`config.mk`:
```
export PLATFORM = sky130hd
export DESIGN_NAME = csr_sys_unit_flat
export DESIGN_NICKNAME = d
export VERILOG_FILES = /design/src/rtl/csr_sys_unit_pkg.sv /design/src/rtl/csr_sys_unit_if.sv /design/src/rtl/csr_sys_unit_decode.sv /design/src/rtl/csr_sys_unit.sv /design/src/flat_wrapper.sv
export SDC_FILE = /design/constraint.sdc
export NUM_CORES = 1
export LEC_CHECK = 0
export CAP_MARGIN = 25
export CORE_AREA = 2 2 192 194
export DETAILED_ROUTE_END_ITERATION = 16
export DIE_AREA = 0 0 194 196
export GPL_TIMING_DRIVEN = 0
export PLACE_DENSITY_LB_ADDON = 0.2
export SETUP_SLACK_MARGIN = 0.4
export SLEW_MARGIN = 20
export SYNTH_ARGS = -nofsm -noshare
export SYNTH_HDL_FRONTEND = slang
export SYNTH_SLANG_ARGS = --single-unit
```
`constraint.sdc`:
```
create_clock -name clk -period 5.4 [get_ports clk]
set_input_delay 1.08 -clock clk [delete_from_list [all_inputs] [get_ports clk]]
set_output_delay 1.08 -clock clk [all_outputs]
set_load 0.02 [all_outputs]
```
`src/rtl/csr_sys_unit_pkg.sv`:
```
// Shared types and constants for the SYSTEM-instruction sequencer.
// Holds FSM states, CSR op encodings, trap causes and the exact SYSTEM encodings.
package sys_pkg;

   typedef enum logic [2:0] {S_IDLE, S_ACCESS, S_COMMIT, S_TRAP, S_RET} state_e;

   typedef enum logic [1:0] {
      CSR_NONE = 2'b00,
      CSR_RW   = 2'b01,
      CSR_RS   = 2'b10,
      CSR_RC   = 2'b11
   } csr_op_e;

   typedef enum logic [1:0] {K_CSR, K_TRAP, K_RET, K_WFI} kind_e;

   localparam logic [3:0]  CAUSE_ILLEGAL    = 4'd2;
   localparam logic [3:0]  CAUSE_BREAKPOINT = 4'd3;
   localparam logic [3:0]  CAUSE_ECALL_M    = 4'd11;

   localparam logic [6:0]  OPC_SYSTEM   = 7'h73;
   localparam logic [31:0] INSTR_ECALL  = 32'h0000_0073;
   localparam logic [31:0] INSTR_EBREAK = 32'h0010_0073;
   localparam logic [31:0] INSTR_MRET   = 32'h3020_0073;
   localparam logic [31:0] INSTR_WFI    = 32'h1050_0073;

   typedef struct packed {
      logic [3:0]  cause;
      logic [31:0] pc;
      logic [31:0] tval;
      logic        is_irq;
   } trap_t;

   // Address space 0xC00-0xFFF is read-only in the CSR map.
   function automatic logic csr_read_only(input logic [11:0] addr);
      return addr[11:10] == 2'b11;
   endfunction

endpackage

```
`src/rtl/csr_sys_unit_if.sv`:
```
// Pipeline-side handshake: SYSTEM request in, rd writeback and PC redirect out.
interface csr_sys_unit_if;
   logic        req_valid;
   logic        req_ready;
   logic [31:0] req_instr;
   logic [31:0] req_pc;
   logic [31:0] req_rs1_val;
   logic        rsp_valid;
   logic        rsp_rd_we;
   logic [4:0]  rsp_rd_addr;
   logic [31:0] rsp_rd_data;
   logic        redirect_valid;
   logic [31:0] redirect_pc;

   modport master (
      output req_valid, req_instr, req_pc, req_rs1_val,
      input  req_ready, rsp_valid, rsp_rd_we, rsp_rd_addr, rsp_rd_data,
             redirect_valid, redirect_pc
   );

   modport slave (
      input  req_valid, req_instr, req_pc, req_rs1_val,
      output req_ready, rsp_valid, rsp_rd_we, rsp_rd_addr, rsp_rd_data,
             redirect_valid, redirect_pc
   );
endinterface

```
`src/rtl/csr_sys_unit_decode.sv`:
```
// Combinational SYSTEM decode: classifies the instruction and precomputes the
// CSR op, write data/enable, rd and the trap payload used if it faults.
module sys_decode
   import sys_pkg::*;
(
   input  logic [31:0] instr,
   input  logic [31:0] pc,
   input  logic [31:0] rs1_val,
   output kind_e       kind,
   output csr_op_e     op,
   output logic        we,
   output logic [31:0] wdata,
   output logic [4:0]  rd,
   output logic [3:0]  cause,
   output logic [31:0] tval
);

   logic [2:0] funct3;
   logic [4:0] rs1_fld;

   assign funct3  = instr[14:12];
   assign rs1_fld = instr[19:15];

   // Illegal-instruction payload is the default so a CSR access that faults
   // later already carries the right cause and tval.
   always_comb begin
      kind  = K_TRAP;
      op    = CSR_NONE;
      we    = 1'b0;
      wdata = '0;
      rd    = '0;
      cause = CAUSE_ILLEGAL;
      tval  = instr;
      if (instr[6:0] == OPC_SYSTEM) begin
         if (funct3[1:0] != 2'b00) begin
            kind  = K_CSR;
            op    = csr_op_e'(funct3[1:0]);
            wdata = funct3[2] ? {27'd0, rs1_fld} : rs1_val;
            we    = (funct3[1:0] == 2'b01) || (rs1_fld != 5'd0);
            rd    = instr[11:7];
         end else if (funct3 == 3'b000) begin
            case (instr)
               INSTR_ECALL:  begin cause = CAUSE_ECALL_M;    tval = '0; end
               INSTR_EBREAK: begin cause = CAUSE_BREAKPOINT; tval = pc; end
               INSTR_MRET:   kind = K_RET;
               INSTR_WFI:    kind = K_WFI;
               default:      ;
            endcase
         end
      end
   end

endmodule

```
`src/rtl/csr_sys_unit.sv`:
```
// SYSTEM-instruction sequencer: runs CSR accesses, ECALL/EBREAK/MRET/WFI and
// folds external exceptions and interrupts into single-cycle trap events.
module csr_sys_unit
   import sys_pkg::*;
(
   input  logic          clk,
   input  logic          rst_n,
   csr_sys_unit_if.slave bus,
   input  logic          exc_valid,
   input  logic [3:0]    exc_cause,
   input  logic [31:0]   exc_pc,
   input  logic [31:0]   exc_tval,
   input  logic          irq_pending,
   input  logic [3:0]    irq_cause,
   input  logic [31:0]   irq_pc,
   output logic [11:0]   csr_addr,
   output logic [31:0]   csr_wdata,
   output logic [1:0]    csr_op,
   output logic          csr_we,
   input  logic [31:0]   csr_rdata,
   input  logic          csr_illegal,
   output logic          trap_taken,
   output logic [31:0]   trap_pc,
   output logic [3:0]    trap_cause,
   output logic [31:0]   trap_value,
   output logic          is_interrupt,
   output logic          mret,
   input  logic [31:0]   mtvec_base,
   input  logic [31:0]   mepc_out
);

   state_e      state, state_nx;
   kind_e       dec_kind;
   csr_op_e     dec_op, r_op;
   logic        dec_we, r_we;
   logic [31:0] dec_wdata, r_wdata, dec_tval, r_rdata;
   logic [4:0]  dec_rd, r_rd;
   logic [3:0]  dec_cause;
   logic [11:0] r_addr;
   trap_t       r_trap;
   logic        ready, accept, acc_illegal;

   sys_decode u_decode (
      .instr   (bus.req_instr),
      .pc      (bus.req_pc),
      .rs1_val (bus.req_rs1_val),
      .kind    (dec_kind),
      .op      (dec_op),
      .we      (dec_we),
      .wdata   (dec_wdata),
      .rd      (dec_rd),
      .cause   (dec_cause),
      .tval    (dec_tval)
   );

   // Gated by rst_n so the handshake reads 0 while reset is held.
   assign ready         = rst_n && (state == S_IDLE) && !exc_valid && !irq_pending;
   assign accept        = ready && bus.req_valid;
   assign bus.req_ready = ready;
   assign acc_illegal   = csr_illegal || (r_we && csr_read_only(r_addr));

   always_ff @(posedge clk or negedge rst_n) begin
      if (!rst_n) state <= S_IDLE;
      else        state <= state_nx;
   end

   always_comb begin
      state_nx = state;
      case (state)
         S_IDLE: begin
            if (exc_valid || irq_pending) state_nx = S_TRAP;
            else if (accept) begin
               case (dec_kind)
                  K_CSR:   state_nx = S_ACCESS;
                  K_RET:   state_nx = S_RET;
                  K_WFI:   state_nx = S_COMMIT;
                  default: state_nx = S_TRAP;
               endcase
            end
         end
         S_ACCESS: state_nx = acc_illegal ? S_TRAP : S_COMMIT;
         default:  state_nx = S_IDLE;
      endcase
   end

   always_ff @(posedge clk or negedge rst_n) begin
      if (!rst_n) begin
         r_op    <= CSR_NONE;
         r_we    <= 1'b0;
         r_wdata <= '0;
         r_rd    <= '0;
         r_addr  <= '0;
         r_rdata <= '0;
         r_trap  <= '0;
      end else begin
         case (state)
            S_IDLE: begin
               if (exc_valid)
                  r_trap <= '{cause: exc_cause, pc: exc_pc, tval: exc_tval, is_irq: 1'b0};
               else if (irq_pending)
                  r_trap <= '{cause: irq_cause, pc: irq_pc, tval: 32'd0, is_irq: 1'b1};
               else if (accept) begin
                  r_op    <= dec_op;
                  r_we    <= dec_we;
                  r_wdata <= dec_wdata;
                  r_rd    <= dec_rd;
                  r_addr  <= (dec_kind == K_CSR) ? bus.req_instr[31:20] : 12'd0;
                  r_rdata <= '0;
                  r_trap  <= '{cause: dec_cause, pc: bus.req_pc, tval: dec_tval, is_irq: 1'b0};
               end
            end
            S_ACCESS: r_rdata <= csr_rdata;
            default:  ;
         endcase
      end
   end

   // Every strobe lives in exactly one state, which keeps them exclusive.
   always_comb begin
      bus.rsp_valid      = 1'b0;
      bus.rsp_rd_we      = 1'b0;
      bus.rsp_rd_addr    = '0;
      bus.rsp_rd_data    = '0;
      bus.redirect_valid = 1'b0;
      bus.redirect_pc    = '0;
      csr_addr           = '0;
      csr_wdata          = '0;
      csr_op             = CSR_NONE;
      csr_we             = 1'b0;
      trap_taken         = 1'b0;
      trap_pc            = '0;
      trap_cause         = '0;
      trap_value         = '0;
      is_interrupt       = 1'b0;
      mret               = 1'b0;
      case (state)
         S_ACCESS: csr_addr = r_addr;
         S_COMMIT: begin
            csr_addr        = r_addr;
            csr_wdata       = r_wdata;
            csr_op          = r_op;
            csr_we          = r_we;
            bus.rsp_valid   = 1'b1;
            bus.rsp_rd_we   = (r_rd != 5'd0);
            bus.rsp_rd_addr = r_rd;
            bus.rsp_rd_data = r_rdata;
         end
         S_TRAP: begin
            trap_taken         = 1'b1;
            trap_pc            = r_trap.pc;
            trap_cause         = r_trap.cause;
            trap_value         = r_trap.tval;
            is_interrupt       = r_trap.is_irq;
            bus.redirect_valid = 1'b1;
            bus.redirect_pc    = mtvec_base;
         end
         S_RET: begin
            mret               = 1'b1;
            bus.redirect_valid = 1'b1;
            bus.redirect_pc    = mepc_out;
         end
         default: ;
      endcase
   end

endmodule

```
`src/flat_wrapper.sv`:
```
// flat-port wrapper written by rule: the top's interface ports become plain ports
module csr_sys_unit_flat import sys_pkg::*;
  (clk, rst_n, exc_valid, exc_cause, exc_pc, exc_tval, irq_pending, irq_cause, irq_pc, csr_addr, csr_wdata, csr_op, csr_we, csr_rdata, csr_illegal, trap_taken, trap_pc, trap_cause, trap_value, is_interrupt, mret, mtvec_base, mepc_out, bus_req_valid, bus_req_instr, bus_req_pc, bus_req_rs1_val, bus_req_ready, bus_rsp_valid, bus_rsp_rd_we, bus_rsp_rd_addr, bus_rsp_rd_data, bus_redirect_valid, bus_redirect_pc);
  csr_sys_unit_if bus_i ();
  input  logic clk;
  input  logic rst_n;
  input  logic exc_valid;
  input  logic [3:0] exc_cause;
  input  logic [31:0] exc_pc;
  input  logic [31:0] exc_tval;
  input  logic irq_pending;
  input  logic [3:0] irq_cause;
  input  logic [31:0] irq_pc;
  output logic [11:0] csr_addr;
  output logic [31:0] csr_wdata;
  output logic [1:0] csr_op;
  output logic csr_we;
  input  logic [31:0] csr_rdata;
  input  logic csr_illegal;
  output logic trap_taken;
  output logic [31:0] trap_pc;
  output logic [3:0] trap_cause;
  output logic [31:0] trap_value;
  output logic is_interrupt;
  output logic mret;
  input  logic [31:0] mtvec_base;
  input  logic [31:0] mepc_out;
  input wire logic [$bits(bus_i.req_valid)-1:0] bus_req_valid;
  input wire logic [$bits(bus_i.req_instr)-1:0] bus_req_instr;
  input wire logic [$bits(bus_i.req_pc)-1:0] bus_req_pc;
  input wire logic [$bits(bus_i.req_rs1_val)-1:0] bus_req_rs1_val;
  output wire logic [$bits(bus_i.req_ready)-1:0] bus_req_ready;
  output wire logic [$bits(bus_i.rsp_valid)-1:0] bus_rsp_valid;
  output wire logic [$bits(bus_i.rsp_rd_we)-1:0] bus_rsp_rd_we;
  output wire logic [$bits(bus_i.rsp_rd_addr)-1:0] bus_rsp_rd_addr;
  output wire logic [$bits(bus_i.rsp_rd_data)-1:0] bus_rsp_rd_data;
  output wire logic [$bits(bus_i.redirect_valid)-1:0] bus_redirect_valid;
  output wire logic [$bits(bus_i.redirect_pc)-1:0] bus_redirect_pc;
  assign bus_i.req_valid = bus_req_valid;
  assign bus_i.req_instr = bus_req_instr;
  assign bus_i.req_pc = bus_req_pc;
  assign bus_i.req_rs1_val = bus_req_rs1_val;
  assign bus_req_ready = bus_i.req_ready;
  assign bus_rsp_valid = bus_i.rsp_valid;
  assign bus_rsp_rd_we = bus_i.rsp_rd_we;
  assign bus_rsp_rd_addr = bus_i.rsp_rd_addr;
  assign bus_rsp_rd_data = bus_i.rsp_rd_data;
  assign bus_redirect_valid = bus_i.redirect_valid;
  assign bus_redirect_pc = bus_i.redirect_pc;
  csr_sys_unit u_core (.clk(clk), .rst_n(rst_n), .bus(bus_i), .exc_valid(exc_valid), .exc_cause(exc_cause), .exc_pc(exc_pc), .exc_tval(exc_tval), .irq_pending(irq_pending), .irq_cause(irq_cause), .irq_pc(irq_pc), .csr_addr(csr_addr), .csr_wdata(csr_wdata), .csr_op(csr_op), .csr_we(csr_we), .csr_rdata(csr_rdata), .csr_illegal(csr_illegal), .trap_taken(trap_taken), .trap_pc(trap_pc), .trap_cause(trap_cause), .trap_value(trap_value), .is_interrupt(is_interrupt), .mret(mret), .mtvec_base(mtvec_base), .mepc_out(mepc_out));
endmodule
```
==> flow_summary.ini, run 1 <==
[status]
status = finished, final reports clean

[routing]
dr.pass1.iters = 5
drtIter0Drc = 568
drc = 0
routed_via_density = 4.92
wl_per_cell_um = 22.1
via_count = 9878
wirelength_um = 44400
ant_nets = 0

[setup_path]
cp.arrival_ns = 3.61
cp_max_fo = 10
cp_common_cell = clkbuf_1
reg2reg_from = u_core.state[0]
startpoint_type = flip-flop
cp-end-kind = output pin
max_stage_delay_ns = 0.70
slowest_stage = clkbuf_1
cp.required_ns = 4.32
cp_cell_sequence = clkbuf_1, and3b_1, clkbuf_1, clkbuf_1, clkbuf_1, and2_1, clkdlybuf4s50_1
startpoint = u_core.state[0]
worstSetupPathType = flip-flop to output pin

[place]
port-buffer-count = 488
dp_hpwl_um = 35500
gp_congestion = 0.899

[layout]
final_nets = 1829
drive_gt1_frac = 0.0409
area_delta_synth_final_pct = 68.2
fillerInstances = 3614
final_common_cell = clkdlybuf4s50_1
final_cell_mix = 487 x clkdlybuf4s50_1, 156 x dfrtp_1, 143 x and2_1, 121 x nand2_1, 85 x a22o_1

[clocking]
htreeDepth = 4
cts.sinks = 156
postCtsSetupBuffers = 0
clkTransAtPathRegs_ns = 0.07
numCtsBuffers = 17
cts_root_buf = clkbuf_16
cts_hold_buf = 0
cts_tree = done
cts_buffer_depth = 2
clkLatencyLatePin_ns = 0.44
cts.repair.resized = 0

[pwr]
power_density_mw_per_mm2 = 385
p_total_mw = 5.79
peakVddDrop_mv = 0.228
p_leak_nw = 6.28

[synth]
synth_seq_area_share = 0.437
syn-num-nets = 1320
synth_ff_type = dfrtp_1
yosysTopAreaCell = dfrtp_1
yosysWarnings = 0
syn_area_sq_mm = 0.00894
synth_top_area_frac = 0.437
synthCells = 1018
synthDistinctLibCells = 46
async_flop_share = 1.00
synth_area_leaders = dfrtp_1 44%, and2_1 10%, a22o_1 8.3%
synth-edff-count = 0
avgSynthCellArea_sq_um = 8.78
synth_seq_cells = 156

[global_route]
grt_max_degree = 88
grt_pass1_wl_um = 64200
overflow = 0
grt_usage = 0.227
grt_pass1_vias = 9883
antenna_found_initial = 6

[hold_path]
worst_hold_path_type = flip-flop to flip-flop
worstHoldStart = u_core.r_trap[56]

[die]
fp.dieH_um = 196
core_area_sq_mm = 0.0361
die_w_um = 194
ios = 493
fp-row-count = 70
start_util = 0.248
die_area_sq_mm = 0.0380

[sta]
period_minus_slack_ns = 4.69
clock.fmax_mhz = 213
hold_viol_final = 0
period_share = 0.868
clock_skew_ns = 0.0115
whs_ns = 0.470
rsz0062_at_grt = no
slew_viol_final = 0
slew_headroom = 0.323
worstMarginPinSlew_ns = 1.01
setup_viol = 0

[run]
timing.max_cap.violations = 0
==> metrics by stage <==
stage | TNS (ns) | cell area (sq um) | util | std cells | setup slack, ns
global placement | -1258.48 | 14400 | 0.399 | 1974 | -5.05
global route | 0 | 15000 | 0.417 | 2009 | 0.433
floorplan | 0 | 8940 | - | 1018 | 2.07
CTS | 0 | 15000 | 0.417 | 2007 | 0.661
finish | 0 | 15000 | 0.417 | 2009 | 0.711
detailed placement | 0 | 14400 | 0.400 | 1975 | 0.886
==> final timing paths <==
check / end / slack (ns) / cells after the start
worst max-delay path: trap_value[20] / 0.71 / 7
worst min-delay path: u_core.r_trap[56] / 0.47 / 2
worst max register to register: u_core.r_wdata[21] / 2.65 / 6
worst min register to register: u_core.r_trap[56] / 0.47 / 2
max in group asynchronous: u_core.r_rdata[3] / 3.92 / 2
min in group asynchronous: u_core.r_trap[49] / 0.62 / 1
==> layer usage <==
metal  global-route usage  vias up  share of wire
li1                     -     4612              -
met1                0.285     4801           0.42
met2                0.376      390           0.48
met4               0.0794        8          0.030
met3               0.0619       67          0.071
met5                    0        -         0.0011
==> sequential cells by signal (all words and copies together), names as in the netlist <==
| name | count |
|---|---|
| u_core.r_trap | 69 |
| u_core.r_rdata | 32 |
| u_core.r_wdata | 32 |
| u_core.r_addr | 12 |
| u_core.r_rd | 5 |
| u_core.state | 3 |
| u_core.r_op | 2 |
| u_core.r_we | 1 |
==> final cells by class <==
cell class	instances	area (sq um)	share of cell area
Antenna cell	1	2.50	0.000166
Multi-Input combinational cell	764	4650	0.309
Tap cell	468	586	0.0389
Buffer	97	390	0.0260
Clock buffer	20	447	0.0297
Sequential cell	156	3900	0.260
Timing Repair Buffer	490	4920	0.327
Clock inverter	12	139	0.00923
Inverter	1	3.75	0.000250
==> worst max-delay path, delay by kind of cell, from the launching register on <==
| family | cells | cell delay, ns |
|---|---|---|
| buf+inv | 5 | 2.39 |
| simple gates | 2 | 0.45 |
| flops | 1 | 0.33 |
==> logic make-up after synthesis <==
kind of cell,synth area share
compound gates,0.194
mux,0.0455
simple gates,0.280
buf+inv,0.0441
flops,0.437
==> where the power goes <==
group / internal [mW] / total (mW) / leakage (nW) / switching [mW]
registers: 1.55 / 1.71 / 2.00 / 0.165
clock network: 0.698 / 1.24 / 0.273 / 0.546
logic: 1.21 / 2.83 / 4.01 / 1.62
total: 3.45 / 5.79 / 6.28 / 2.33
==> Yosys cell counts (2+ instances only) <==
library cell / number
o31ai_1: 2
nand2_1: 121
or2_2: 3
buf_4: 2
and2_1: 143
clkbuf_1: 78
nor2b_1: 13
o21ai_0: 41
o21a_1: 23
a31oi_1: 23
a22o_1: 85
buf_1: 7
nand3_1: 36
nor3b_1: 3
mux2_2: 5
nor3_1: 6
buf_2: 9
dfrtp_1: 156
a21oi_1: 68
and3_1: 30
mux2i_1: 35
and4_1: 5
a211oi_1: 6
nor4bb_1: 2
nor2_1: 64
or4_1: 5
nand4_1: 27
a221oi_1: 2
Power figures use the tool's default switching activity.
==> run 2: changes to the inputs <==
--- a/config.mk
+++ b/config.mk
@@ -5,6 +5,7 @@
 export SDC_FILE = /design/constraint.sdc
 export NUM_CORES = 1
 export LEC_CHECK = 0
+export ABC_AREA = 1
 export CAP_MARGIN = 25
 export CORE_AREA = 2 2 192 194
 export DETAILED_ROUTE_END_ITERATION = 16
==> run 2 against run 1 <==
Effect of this change:
- cell area is 0.37% lower
- global-route usage increased by 0.71 points
- worst hold slack improved by 0.033 ns
- flip-flop and latch count stayed put
==> flow_summary.ini, run 2 <==
[routing]
routed_via_density = 4.63
ant_nets = 0
wirelength_um = 45400
drtIter0Drc = 664
wl_per_cell_um = 20.3
via_count = 10383
drc = 0
dr.pass1.iters = 5

[setup_path]
cp_max_fo = 10
worstReg2RegEnd = u_core.r_rdata[17]
r2r_slack_ns = 3.28
cp.required_ns = 4.32
startpoint_type = input port
cp-end-kind = output pin
reg2reg_from = u_core.state[2]
reg2regPathDepth = 5
cp.arrival_ns = 3.15
worstSetupPathType = input port to output pin

[die]
fp-row-count = 70
fp.dieH_um = 196
ios = 493
start_util = 0.244
core_area_sq_mm = 0.0361
die_area_sq_mm = 0.0380
die_w_um = 194

[synth]
synth_commonest_cells = 234 x nand2_1, 221 x nor2_1, 216 x inv_1
synth_seq_area_share = 0.443
synth-compound-area-share = 0.173
async_flop_share = 1.00
syn_area_sq_mm = 0.00881
synthDistinctLibCells = 31
syn-num-nets = 1546
synthCells = 1244
synth_seq_cells = 156
avgSynthCellArea_sq_um = 7.08
synth-adder-area-share = 0
yosysTopAreaCell = dfrtp_1
yosysWarnings = 0
synth_area_leaders = dfrtp_1 44%, nand2_1 10%, nor2_1 9.4%
synth.most_common_cell = nand2_1
yosys.area_share.simple = 0.248
synth_mux_area_frac = 0
synth-xor-area-share = 0
synth_top_area_frac = 0.443
synth_top_family_by_area = simple AND/OR/NAND/NOR gates
synth_ff_type = dfrtp_1
synth-edff-count = 0

[place]
dp_slack_ns = 1.16
port-buffer-count = 491
gp_congestion = 0.873
dp_hpwl_um = 36400

[layout]
drive_gt1_frac = 0.0475
reg_top3 = u_core.r_trap (69), u_core.r_rdata (32), u_core.r_wdata (32)
final_cell_mix = 490 x clkdlybuf4s50_1, 234 x nand2_1, 221 x nor2_1, 216 x inv_1, 156 x dfrtp_1
final_common_cell = clkdlybuf4s50_1
fin_util = 0.415
largest-register = u_core.r_trap
largest_reg_flops = 69
final_nets = 2057
area_delta_synth_final_pct = 70.2
fillerInstances = 3805

[sta]
slew_viol_final = 0
period_minus_slack_ns = 4.23
clock.fmax_mhz = 237
slew_headroom = 0.468
whs_ns = 0.503
clock_skew_ns = 0.00850
tns_ns = 0
worst_slack_ns = 1.17
setup_viol = 0
rsz0062_at_grt = no
hold_viol_final = 0
worstMarginPinSlew_ns = 0.797
period_share = 0.783

[pwr]
power_density_mw_per_mm2 = 483
p_leak_nw = 6.65
peakVddDrop_mv = 0.231

[global_route]
grt_pass1_vias = 10542
antenna_found_initial = 9
overflow = 0
grt_max_degree = 88
grt_pass1_wl_um = 66600
grt_usage = 0.234

[clocking]
cts_root_buf = clkbuf_16
htreeDepth = 4
numCtsBuffers = 17
cts_tree = done
cts.repair.resized = 0
cts_buffer_depth = 2
clkTransAtPathRegs_ns = 0.06
clkLatencyLatePin_ns = 0.44
cts.sinks = 156
cts_hold_buf = 0
postCtsSetupBuffers = 0

[hold_path]
hold-path-endpoint = u_core.r_trap[39]
worstHoldStart = u_core.r_trap[39]
whs_path_depth = 2
worst_hold_path_type = flip-flop to flip-flop

[status]
status = finished, final reports clean

[run]
timing.max_cap.violations = 0
## run 2: changes by cell type in the layout (fill, tap and decap cells not counted), moves of 35 or more
cell,delta
a22o_1,-52
nand2_1,+113
nor2_1,+157
o22ai_1,+45
mux2i_1,-35
and2_1,-142
inv_1,+215
## run 2: critical path, cell delays in order
cell and delay (ns):
clkdlybuf4s50_1 0.43, nor2_2 0.18, inv_1 0.14, clkbuf_1 0.33
nor3b_1 0.27, clkdlybuf4s50_1 0.72
## run 2: kinds of logic after synthesis
logic type	Yosys count
AO/OA/AOI/OAI	242
buffers and inverters	306
AND/OR/NAND/NOR	540
flip-flops	156
## run 2: area by class of cell
class                           count  area, sq um  area share
Clock buffer                       19          443      0.0296
Buffer                             77          342      0.0228
Clock inverter                     13          190      0.0127
Inverter                          229          860      0.0574
Antenna cell                        6         15.0     0.00100
Sequential cell                   156         3900       0.260
Timing Repair Buffer              492         4950       0.330
Multi-Input combinational cell    782         3700       0.247
Tap cell                          468          586      0.0391
## run 2: per-stage QoR
stage          std cells  power, mW  instance area [sq um]
2_1_floorplan       1244       4.05                   8810
3_3_place_gp        2203       5.90                  14300
3_5_place_dp        2204       5.94                  14300
4_1_cts             2236       7.31                  15000
5_1_grt             2240       7.74                  15000
6_report            2242       7.24                  15000
## run 2: worst max path at each step
stage / startpoint / end / cells after the start
5_1_grt: irq_pending / bus_req_ready / 6
3_3_place_gp: rst_n / u_core.r_trap[56] / 6
6_report: irq_pending / bus_req_ready / 6
2_1_floorplan: exc_valid / bus_req_ready / 5
3_5_place_dp: irq_pending / bus_req_ready / 6
4_1_cts: irq_pending / bus_req_ready / 6
## run 2: power breakdown
part | leakage, nW | internal (mW) | total, mW | switching (mW)
Clock | 0.296 | 0.789 | 1.34 | 0.546
Combinational | 4.49 | 1.63 | 3.96 | 2.33
Sequential | 1.87 | 1.74 | 1.94 | 0.195
Total | 6.65 | 4.16 | 7.24 | 3.07
## run 2: metal layers
metal / up-vias / track usage / share of wire
li1: 4964 / - / -
met1: 4987 / 0.287 / 0.42
met2: 367 / 0.408 / 0.50
met3: 61 / 0.0461 / 0.052
met4: 4 / 0.0856 / 0.025
met5: - / 0 / 0.00066
==> run 3: changes to the inputs <==
--- a/config.mk
+++ b/config.mk
@@ -7,9 +7,9 @@
 export LEC_CHECK = 0
 export ABC_AREA = 1
 export CAP_MARGIN = 25
-export CORE_AREA = 2 2 192 194
+export CORE_AREA = 2 2 190 192
 export DETAILED_ROUTE_END_ITERATION = 16
-export DIE_AREA = 0 0 194 196
+export DIE_AREA = 0 0 192 194
 export GPL_TIMING_DRIVEN = 0
 export PLACE_DENSITY_LB_ADDON = 0.2
 export SETUP_SLACK_MARGIN = 0.4
==> constraint.sdc (replaced) <==
create_clock -name clk -period 3.67 [get_ports clk]
set_input_delay 0.734 -clock clk [delete_from_list [all_inputs] [get_ports clk]]
set_output_delay 0.734 -clock clk [all_outputs]
set_load 0.02 [all_outputs]
==> run 3 against run 2 <==
Effect of this change:
- register-to-register slack got worse by 1.7 ns
- clock power rose by 34%
- clock-buffer cell count fell by 1
- die area fell by 2.0%
- critical path depth rose by 2
- cell area rose by 0.74%
- power rose by 44%
- non-clock buffer count rose by 3
- largest cell class unchanged
==> flow_summary.ini, run 3 (synthesis gave the netlist of run 2 again) <==
[routing]
wl_per_cell_um = 20.3
dr.pass1.iters = 5
routed_via_density = 4.68
wirelength_um = 45400
drtIter0Drc = 598
ant_nets = 0
drc = 0
via_count = 10474

[sta]
period_minus_slack_ns = 3.20
worstMarginPinSlew_ns = 0.652
clock.fmax_mhz = 312
clock_skew_ns = 0.0122
slew_headroom = 0.565
rsz0062_at_grt = yes
slew_viol_final = 0
tns_ns = 0
setup_viol = 0
worst_slack_ns = 0.466
period_share = 0.873
hold_viol_final = 0

[place]
dp_hpwl_um = 36600
dp_slack_ns = 0.0626
port-buffer-count = 491
gp_congestion = 0.839
place_area_sq_mm = 0.0143

[layout]
final_nets = 2060
final_cell_mix = 413 x clkdlybuf4s50_1, 234 x nand2_1, 221 x nor2_1, 216 x inv_1, 155 x dfrtp_1
fin_util = 0.429
final_cell_area_sq_mm = 0.0151
final_common_cell = clkdlybuf4s50_1
drive_gt1_frac = 0.0593
largest_reg_flops = 69
largest-register = u_core.r_trap
reg_top3 = u_core.r_trap (69), u_core.r_rdata (32), u_core.r_wdata (32)
area_delta_synth_final_pct = 71.5

[global_route]
overflow = 0
grt_max_degree = 81
grt_pass1_wl_um = 65000
grt_pass1_vias = 10426
grt_usage = 0.238
antenna_found_initial = 10

[die]
ios = 493
core_area_sq_mm = 0.0352
die_w_um = 192
start_util = 0.250
die_area_sq_mm = 0.0372
fp.dieH_um = 194
fp-row-count = 69

[clocking]
cts.sinks = 156
cts_buffer_depth = 2
numCtsBuffers = 17
cts_hold_buf = 0
htreeDepth = 4
clkLatencyLatePin_ns = 0.45
cts_tree = done
cts_root_buf = clkbuf_16
clkTransAtPathRegs_ns = 0.07

[setup_path]
reg2reg_from = u_core.state[0]
r2r_slack_ns = 1.58
cp_max_fo = 10
crit_end = csr_addr[10]
reg2regPathDepth = 8
worstReg2RegEnd = u_core.r_trap[61]
startpoint = u_core.state[1]
cp.required_ns = 2.94
cp.arrival_ns = 2.47
startpoint_type = flip-flop
worstSetupPathType = flip-flop to output pin
cp-end-kind = output pin

[pwr]
p_total_mw = 10.4
p_leak_nw = 7.68
power_density_mw_per_mm2 = 688
peakVddDrop_mv = 0.333

[hold_path]
worst_hold_path_type = input port to asynchronous set/reset pin

[status]
status = finished, final reports clean

[run]
timing.max_cap.violations = 0
==> run 3: final cells by class <==
type | count | area [sq um]
clock buffers | 18 | 429
well taps | 461 | 577
diodes | 7 | 17.5
flip-flops and latches | 156 | 3910
inverters | 229 | 860
fillers | 3672 | 20100
plain buffers | 77 | 368
clock inverters | 14 | 136
multi-input cells | 782 | 3720
repair buffers | 495 | 5080
==> run 3: worst min-delay path by stage <==
stage / endpoint / slack [ns] / cells past startpoint
after CTS: u_core.r_wdata[16] / 0.29 / 1
after detailed placement: u_core.r_trap[67] / 0.48 / 2
after global placement: u_core.r_trap[64] / 0.47 / 2
after global routing: u_core.r_wdata[19] / 0.32 / 1
after floorplan: u_core.r_addr[0] / 0.44 / 0
final: u_core.r_wdata[16] / 0.28 / 1
==> run 3: critical path: stages, from the launching register on <==
cell             delay [ns]
dfrtp_1                0.41
inv_1                  0.12
nor3_4                 0.19
inv_2                  0.16
nand2_1                0.12
inv_1                  0.08
clkbuf_2               0.18
nor2_1                 0.13
clkdlybuf4s50_1        0.62
==> run 3: metal layers <==
layer  routed length [um]  GRT usage
met5                   26          0
met4                 1400     0.0973
met3                 3230     0.0525
met2                22700      0.409
met1                18100      0.284
==> run 3: where the power goes <==
part	internal, mW	switching, mW	leakage, nW	total, mW
logic	2.33	3.40	5.54	5.73
clock network	0.951	0.845	0.279	1.80
registers	2.57	0.297	1.86	2.86
total	5.85	4.54	7.68	10.4
==> run 3: per-stage QoR <==
step | hold slack [ns] | cells
6_report | 0.284 | 2239
5_1_grt | 0.324 | 2237
4_1_cts | 0.295 | 2232
3_5_place_dp | 0.482 | 2197
3_3_place_gp | 0.473 | 2196
2_1_floorplan | 0.438 | 1244
==> run 3: what timing repair did <==
action                                  CTS  global route
setup buffers                             3             0
endpoints found under the setup margin  183           123
pin swaps                                 2             0
gates resized for setup                  44            70
